[src/rtl/k_fifo2_ctrl.sv]
// Occupancy/pointer controller for a 2-entry dual-port RAM, forming a 2-deep valid/ready FIFO.
// Optional saturating input-stall counter enabled by defining K_FIFO2_STALL_CNT_EN.
module k_fifo2_ctrl #(
   parameter int unsigned STALL_CNT_W = 8
) (
   input  logic                   clk,
   input  logic                   rst_n,
   input  logic                   flush,
   input  logic                   in_valid,
   output logic                   in_ready,
   output logic                   out_valid,
   input  logic                   out_ready,
   output logic                   ram_wen,
   output logic                   ram_waddr,
   output logic                   ram_raddr,
   output logic [1:0]             count,
   output logic                   full,
   output logic                   empty
`ifdef K_FIFO2_STALL_CNT_EN
   ,
   output logic [STALL_CNT_W-1:0] stall_cnt
`endif
);

   typedef enum logic [1:0] {
      S_EMPTY = 2'b00,
      S_ONE   = 2'b01,
      S_FULL  = 2'b10
   } state_t;

   state_t state;
   logic   wptr;
   logic   rptr;
   logic   push;
   logic   pop;

   always_comb begin
      in_ready  = rst_n & (state != S_FULL);
      out_valid = rst_n & (state != S_EMPTY);
      push      = in_valid & in_ready & ~flush;
      pop       = out_valid & out_ready & ~flush;
      ram_wen   = push;
      ram_waddr = wptr;
      ram_raddr = rptr;
      count     = 2'd0;
      unique case (state)
         S_ONE:   count = 2'd1;
         S_FULL:  count = 2'd2;
         default: count = 2'd0;
      endcase
      full  = (state == S_FULL);
      empty = (state == S_EMPTY);
   end

   always_ff @(posedge clk) begin
      if (!rst_n || flush) begin
         state <= S_EMPTY;
         wptr  <= 1'b0;
         rptr  <= 1'b0;
      end else begin
         if (push) wptr <= ~wptr;
         if (pop)  rptr <= ~rptr;
         case (state)
            S_EMPTY: if (push) state <= S_ONE;
            S_ONE: begin
               if (push && !pop)      state <= S_FULL;
               else if (pop && !push) state <= S_EMPTY;
            end
            S_FULL:  if (pop) state <= S_ONE;
            default: begin
               // Unreachable code: also realign pointers so the invariants hold again.
               state <= S_EMPTY;
               wptr  <= 1'b0;
               rptr  <= 1'b0;
            end
         endcase
      end
   end

`ifdef K_FIFO2_STALL_CNT_EN
   always_ff @(posedge clk) begin
      if (!rst_n || flush) begin
         stall_cnt <= '0;
      end else if (in_valid && !in_ready && (stall_cnt != '1)) begin
         stall_cnt <= stall_cnt + 1'b1;
      end
   end
`endif

endmodule

[config.mk]
export PLATFORM = sky130hd
export DESIGN_NAME = k_fifo2_ctrl
export DESIGN_NICKNAME = d
export VERILOG_FILES = /design/src/rtl/k_fifo2_ctrl.sv
export SDC_FILE = /design/constraint.sdc
export NUM_CORES = 1
export LEC_CHECK = 0
export BUFFER_PORTS_ARGS = -buffer_cell sky130_fd_sc_hd__clkbuf_2
export CELL_PAD_IN_SITES_DETAIL_PLACEMENT = 2
export CELL_PAD_IN_SITES_GLOBAL_PLACEMENT = 2
export CORE_AREA = 2 2 40 42
export CTS_CLUSTER_DIAMETER = 120
export CTS_CLUSTER_SIZE = 20
export DETAILED_ROUTE_END_ITERATION = 6
export DIE_AREA = 0 0 42 44
export GPL_ROUTABILITY_DRIVEN = 0
export PLACE_DENSITY_LB_ADDON = 0.1
export SYNTH_ARGS = -nofsm -noshare
export SYNTH_HDL_FRONTEND = slang
export SYNTH_SLANG_ARGS = --single-unit
[constraint.sdc]
create_clock -name clk -period 1.8 [get_ports clk]
set_input_delay 0.18 -clock clk [delete_from_list [all_inputs] [get_ports clk]]
set_output_delay 0.18 -clock clk [all_outputs]
set_load 0.02 [all_outputs]
Word level (Yosys, flattened, before mapping)
Index checks and enable logic that the tools add are counted.
{"block": "totals", "register_bits": 4, "input_bits": 5}
{"block": "op_classes", "eq_ne": 6, "mux": 6, "bitwise_logic": 10, "n_reduce_logical": 11}
{"operator": "2-to-1 mux 2 bit", "n": 4}
{"operator": "bitwise AND 1 bit", "n": 6}
{"operator": "one-hot mux 2 bit (3 select lines)", "n": 1}
{"operator": "!= test 2 x 1 -> 1 bit, second input constant", "n": 2}
{"operator": "inverter 1 bit", "n": 4}
{"operator": "one-hot mux 2 bit (2 select lines)", "n": 1}
{"operator": "zero test 1 bit", "n": 3}
{"operator": "!= test 3 bit, second input constant", "n": 1}
{"operator": "AND reduction 3 bit", "n": 1}
{"operator": "OR reduction 3 bit", "n": 1}
{"operator": "equality test 2 x 1 -> 1 bit, second input constant", "n": 1}
{"operator": "equality test 2 bit, second input constant", "n": 1}
{"operator": "logical AND 1 bit", "n": 2}
{"operator": "zero test 2 bit", "n": 1}
{"operator": "!= test 2 bit, second input constant", "n": 1}
{"operator": "nonzero test 2 bit", "n": 1}
{"operator": "OR reduction 2 bit", "n": 1}
{"operator": "logical OR 1 bit", "n": 1}

Depth between registers and ports, before layout
{"block": "logic_depth", "word_depth": 9, "ltp_mapped": 7, "ltp_nobuf": 6}

Worst setup path before layout
OpenSTA, ideal clock, no wires.
{"block": "synth_path", "kind": "register to register", "from": "register state[0]", "to": "register state[0]", "setup_ns": 0.115, "arrival_time_ns": 1.466, "setup_slack_ns": 0.219, "stages_incl_launch_ff": 7, "path_buffers": 0, "period_less_slack_ns": 1.581, "cell_sequence": "dfxtp_1 -> nand2b_1 -> and3_1 -> ha_1 -> mux2i_1 -> o21ai_1 -> and2_1"}
{"block": "synth_between", "elab_chain_cells": 8, "word_cells_on_any_way": 21}
{"element": "from (decl)", "line_no": "31", "text": "state_t state;"}
{"element": "from (signal assigned)", "line_no": "57", "text": "state <= S_EMPTY;"}
{"element": "from (signal assigned)", "line_no": "64", "text": "S_EMPTY: if (push) state <= S_ONE;"}
{"element": "from (signal assigned)", "line_no": "66", "text": "if (push && !pop) state <= S_FULL;"}
{"element": "!= test 2 bit *", "line_no": "38", "text": "in_ready = rst_n & (state != S_FULL);"}
{"element": "bitwise AND 1 bit *", "line_no": "38"}
{"element": "bitwise AND 1 bit * (2 in a row)", "line_no": "40", "text": "push = in_valid & in_ready & ~flush;"}
{"element": "named net ram_wen", "line_no": "13", "text": "output logic ram_wen,"}
{"element": "zero test 1 bit", "line_no": "67", "text": "else if (pop && !push) state <= S_EMPTY;"}
{"element": "logical AND 1 bit", "line_no": "67"}
{"element": "!= test 3 bit (no source line)"}
{"element": "AND reduction 3 bit (no source line)"}
Mark *: on every way through the listed nets, which the timed path passes. The rest lies on a longest branch.
A chain may end at the register's enable or synchronous reset.

Worst setup path after layout
{"block": "layout_path", "from": "register state[0]", "to": "register state[0]"}
{"block": "layout_between", "elab_chain_cells": 8, "word_cells_on_any_way": 21}
{"element": "!= test 2 bit or nonzero test 2 bit (tied branches)", "line_no": "38, 39"}
{"element": "bitwise AND 1 bit, on equally long branches", "line_no": "38, 39"}
{"element": "bitwise AND 1 bit, on equally long branches (2 in a row)", "line_no": "40, 41"}
{"element": "zero test 1 bit, on equally long branches", "line_no": "67, 66"}
{"element": "logical AND 1 bit, on equally long branches", "line_no": "67, 66"}
{"element": "!= test 3 bit (no source line) or 2-to-1 mux 2 bit (tied branches)"}
{"element": "AND reduction 3 bit (no source line) or one-hot mux 2 bit (3 select lines) (tied branches)"}
Parallel ways exist; a longest one is shown, timed or not.

==> results <==
- After detailed routing, the number of remaining DRC violations is 0.
- The CTS buffer count is 3.
- Once the clock tree was built, the resizer swapped 0 gates to a different size.
- In this run the number of H-tree levels came out at 1.
- The initial antenna violation count is 0.
- The clock group share of total power is 0.446.
- For this run, the slowest stage of the critical path takes 0.44 ns.
- Entering global routing, the biggest net connects 8 pins.
- The slowest stage of the critical path is the sky130_fd_sc_hd__dfxtp_1 cell.
- The final layout contains routed wiring with a total length of 684 um.
- The max-capacitance violation count is 0.
- The count of state elements after synthesis is 4.
- The yosys synthesis warning count is 0.
- The buffering stage count on the worst path with inverters included is 0.
- In this run the post-CTS setup repair buffer count came out at 0.
- STA classifies the critical path endpoint as a flip-flop.
- The cell at the root of the clock tree is sky130_fd_sc_hd__clkbuf_4.
- 0 antenna diodes ended up in the layout.
- Setup slack on the worst reg-to-reg path comes out at 0.22 ns.
- The first global-routing pass estimated 1240 um of wire.
- The endpoint identified for the worst register-to-register timing path is state[0].
- After clock tree synthesis, the flow added hold-fix buffers numbering 0.
- The die covers 1850 um^2.
- The kind of launch point of the worst setup path is a flip-flop.
- The cell count after placement is 60.
- For this run, the post-layout net count is 55.
- Hold timing on the final database bottoms out at a slack of 0.267 ns.
- The internal power of the cells totals 184 uW.
- The starting utilization of the core area is 0.183.
- The biggest area consumer among synthesized cells is sky130_fd_sc_hd__dfxtp_1.
- The worst slew margin relative to its limit is 0.821.
- After detailed routing, the number of vias per cell comes to 4.54.
- Summed over all failing endpoints, the final setup total negative slack is 0 ns.
- For this run, the total global-route usage over all layers was measured as 0.0930.
- No sink is reached through more buffers than the 2 on the longest clock path.
- The ratio of cells with drive above 1 in the final layout is 0.404.
- The count of final hold-check violations is 0.
- After the first detailed-routing iteration, the DRC count stood at 0.
- The power consumption is 242 uW.
- VDD sags by at most 0.217 mV.
- Ranked by total cell area, the synthesized netlist is headed by sky130_fd_sc_hd__dfxtp_1 (31%), sky130_fd_sc_hd__o21a_1 (8.7%), sky130_fd_sc_hd__nor2b_1 (7.2%).
- The post-route minimum period is 1.58 ns.
- The worst hold path stage count is 4.
- For this run, the top clock speed supported by timing is 0.635 GHz.
- Setup repair after global routing left no endpoint under its margin.
- The share of the yosys chip area belonging to registers is 0.308.
- The run finished with clean final reports.
- The data arrival time of the critical path is 1.70 ns.
- When the netlist entered floorplanning its net count stood at 37.
- The leakage power figure is 0.000184 uW.
- The clock drives 4 sinks.
- The data required time of the critical path is 1.92 ns.
- Across the routed clock network, the largest skew measured is 0.00608 ns.
- Setup violations remaining at the end of the flow were counted as 0.
- The startpoint of the most critical hold path is flush.
- The power density normalized to cell area is 658 nW/um^2.
- The area growth from synthesis to layout is 41.3%.
- For this run, the detailed router's first-pass iteration total came to 1.
- The cell area that synthesis handed to floorplanning was 260 um^2.
- The sequential share of power is 0.392.
- The TritonCTS clock tree is done.
- Detailed placement ended at an HPWL of 604 um.
- Summing over every cut layer, the via total after detailed routing is 286.
- The clock slew seen by the registers of the worst setup and hold paths is 0.04 ns.
- The power share of the combinational group is 0.162.
- Of the total power, the share spent switching nets is 0.238.
- The terminating pin of the worst hold path is ram_waddr.
- The net switching power is 57.7 uW.
- The via count of the first global-routing pass was 282.
- The path class of the tightest hold or removal check is in2reg.
- The average wire per cell in the routed design is 10.9 um.
- The mean instance size in the synthesized netlist is 8.40 um^2.
- The number of input and output port buffers inserted is 13.
- From left edge to right edge, the die measures 42 um.
- The count of nets left with antenna violations once routing finished came out at 0.
- The maximum fanout along the worst path is 7.
- The finished layout holds 63 standard cells, fillers aside.
- The logic depth of the worst register-to-register path is 6.
- The clock reaches the later pin of the worst-skew pair after 0.23 ns.
- The final global-route overflow total is 0.
- The number of placed I/O pins is 14.
- The worst setup path is of the reg2reg kind.
- In the finished design, the share of the clock period the worst path needs comes to 0.875.
- The family with the most delay on the worst path is simple AND/OR/NAND/NOR gates.
- The number of cell rows is 14.
- The max-slew violation count is 0.
- The slew of the pin with the lowest slew margin is 0.268 ns.
- The core area is 1420 um^2.
- The critical path goes through nand2b_1 > and3_1 > ha_1 > mux2i_1 > o21ai_1 > and2_1.
- The number of different library cells used by synthesis comes to 19.
- The number of instances in the synthesized netlist is 31.
- The worst register-to-register path begins at state[0].
- The die extent in y is 44 um.
- The share of the synthesized area in the top cell type is 0.308.
-- cell usage after synthesis --
cell type,instances
sky130_fd_sc_hd__dfxtp_1,4
sky130_fd_sc_hd__nor2b_1,3
sky130_fd_sc_hd__o21a_1,3
sky130_fd_sc_hd__a21oi_1,2
sky130_fd_sc_hd__and2_1,2
sky130_fd_sc_hd__buf_4,2
sky130_fd_sc_hd__nand2_1,2
sky130_fd_sc_hd__nor2_1,2
sky130_fd_sc_hd__and3_1,1
sky130_fd_sc_hd__and3b_1,1
sky130_fd_sc_hd__ha_1,1
sky130_fd_sc_hd__inv_1,1
sky130_fd_sc_hd__mux2i_1,1
sky130_fd_sc_hd__nand2b_1,1
sky130_fd_sc_hd__nand3b_1,1
sky130_fd_sc_hd__nor2b_4,1
sky130_fd_sc_hd__o211ai_1,1
sky130_fd_sc_hd__o21ai_0,1
sky130_fd_sc_hd__o21ai_1,1
-- cell families after synthesis --
group,after synthesis,synth area share
multiplexers,1,0.0385
AND/OR/NAND/NOR,14,0.341
AO/OA/AOI/OAI,8,0.192
buffers and inverters,3,0.0721
flip-flops,4,0.308
adder cells (fa/ha/maj),1,0.0481
-- power by group through the flow --
stage	registers (uW)	logic (uW)	clock network, uW
floorplan	97.4	21.5	0
global placement	96.0	39.1	0
detailed placement	96.3	40.3	0
CTS	94.9	40.4	116
global route	95.1	43.7	124
finish	94.8	39.1	108
-- placed cells by master (no fill, tap or decap), types with 2 or more instances in the layout --
cell / synthesis / routed
sky130_fd_sc_hd__nor2b_1: 3 / 3
sky130_fd_sc_hd__nand2_1: 2 / 2
sky130_fd_sc_hd__nor2_1: 2 / 2
sky130_fd_sc_hd__buf_4: 2 / 2
sky130_fd_sc_hd__dfxtp_1: 4 / 4
sky130_fd_sc_hd__clkbuf_2: 0 / 13
sky130_fd_sc_hd__a21oi_1: 2 / 2
sky130_fd_sc_hd__and2_1: 2 / 2
sky130_fd_sc_hd__o21a_1: 3 / 3
sky130_fd_sc_hd__clkbuf_4: 0 / 3
-- through the flow --
step | cell area (um^2) | setup slack, ns | util
6_report | 368 | 0.224 | 0.259
3_5_place_dp | 345 | 0.202 | 0.243
2_1_floorplan | 260 | 0.219 | -
3_3_place_gp | 345 | 0.238 | 0.243
4_1_cts | 368 | 0.197 | 0.259
5_1_grt | 368 | 0.109 | 0.259
-- registers in the layout, indices dropped and copies added, names as in the netlist --
register and cells:
ram_raddr 1, state 2, ram_waddr 1
-- worst max-delay path by stage --
stage	depth (start not counted)	slack, ns	to	from
floorplan	6	0.22	state[0]	state[0]
global placement	6	0.24	state[0]	state[0]
detailed placement	6	0.20	state[0]	state[1]
CTS	6	0.20	state[0]	state[0]
global route	6	0.11	state[0]	state[0]
finish	6	0.22	state[0]	state[0]
-- tightest hold or removal path, stage by stage --
cell and delay [ns]:
sky130_fd_sc_hd__clkbuf_2 0.07, sky130_fd_sc_hd__nor2b_1 0.07, sky130_fd_sc_hd__o21ai_0 0.08, sky130_fd_sc_hd__a21oi_1 0.04
-- per-layer routing --
| layer | track usage | part of all wire | vias up |
|---|---|---|---|
| li1 | - | - | 144 |
| met1 | 0.108 | 0.44 | 133 |
| met2 | 0.141 | 0.49 | 9 |
| met3 | 0.0292 | 0.076 | 0 |
| met4 | 0.0774 | 0 | 0 |
| met5 | 0 | 0 | - |
-- final cells by class --
type,count,area [um^2]
Fill cell,170,1050
Inverter,1,3.75
Multi-Input combinational cell,24,161
Timing Repair Buffer,15,80.1
Sequential cell,4,80.1
Clock buffer,3,22.5
Tap cell,16,20.0
No activity file was read; power rests on OpenSTA's default activity.
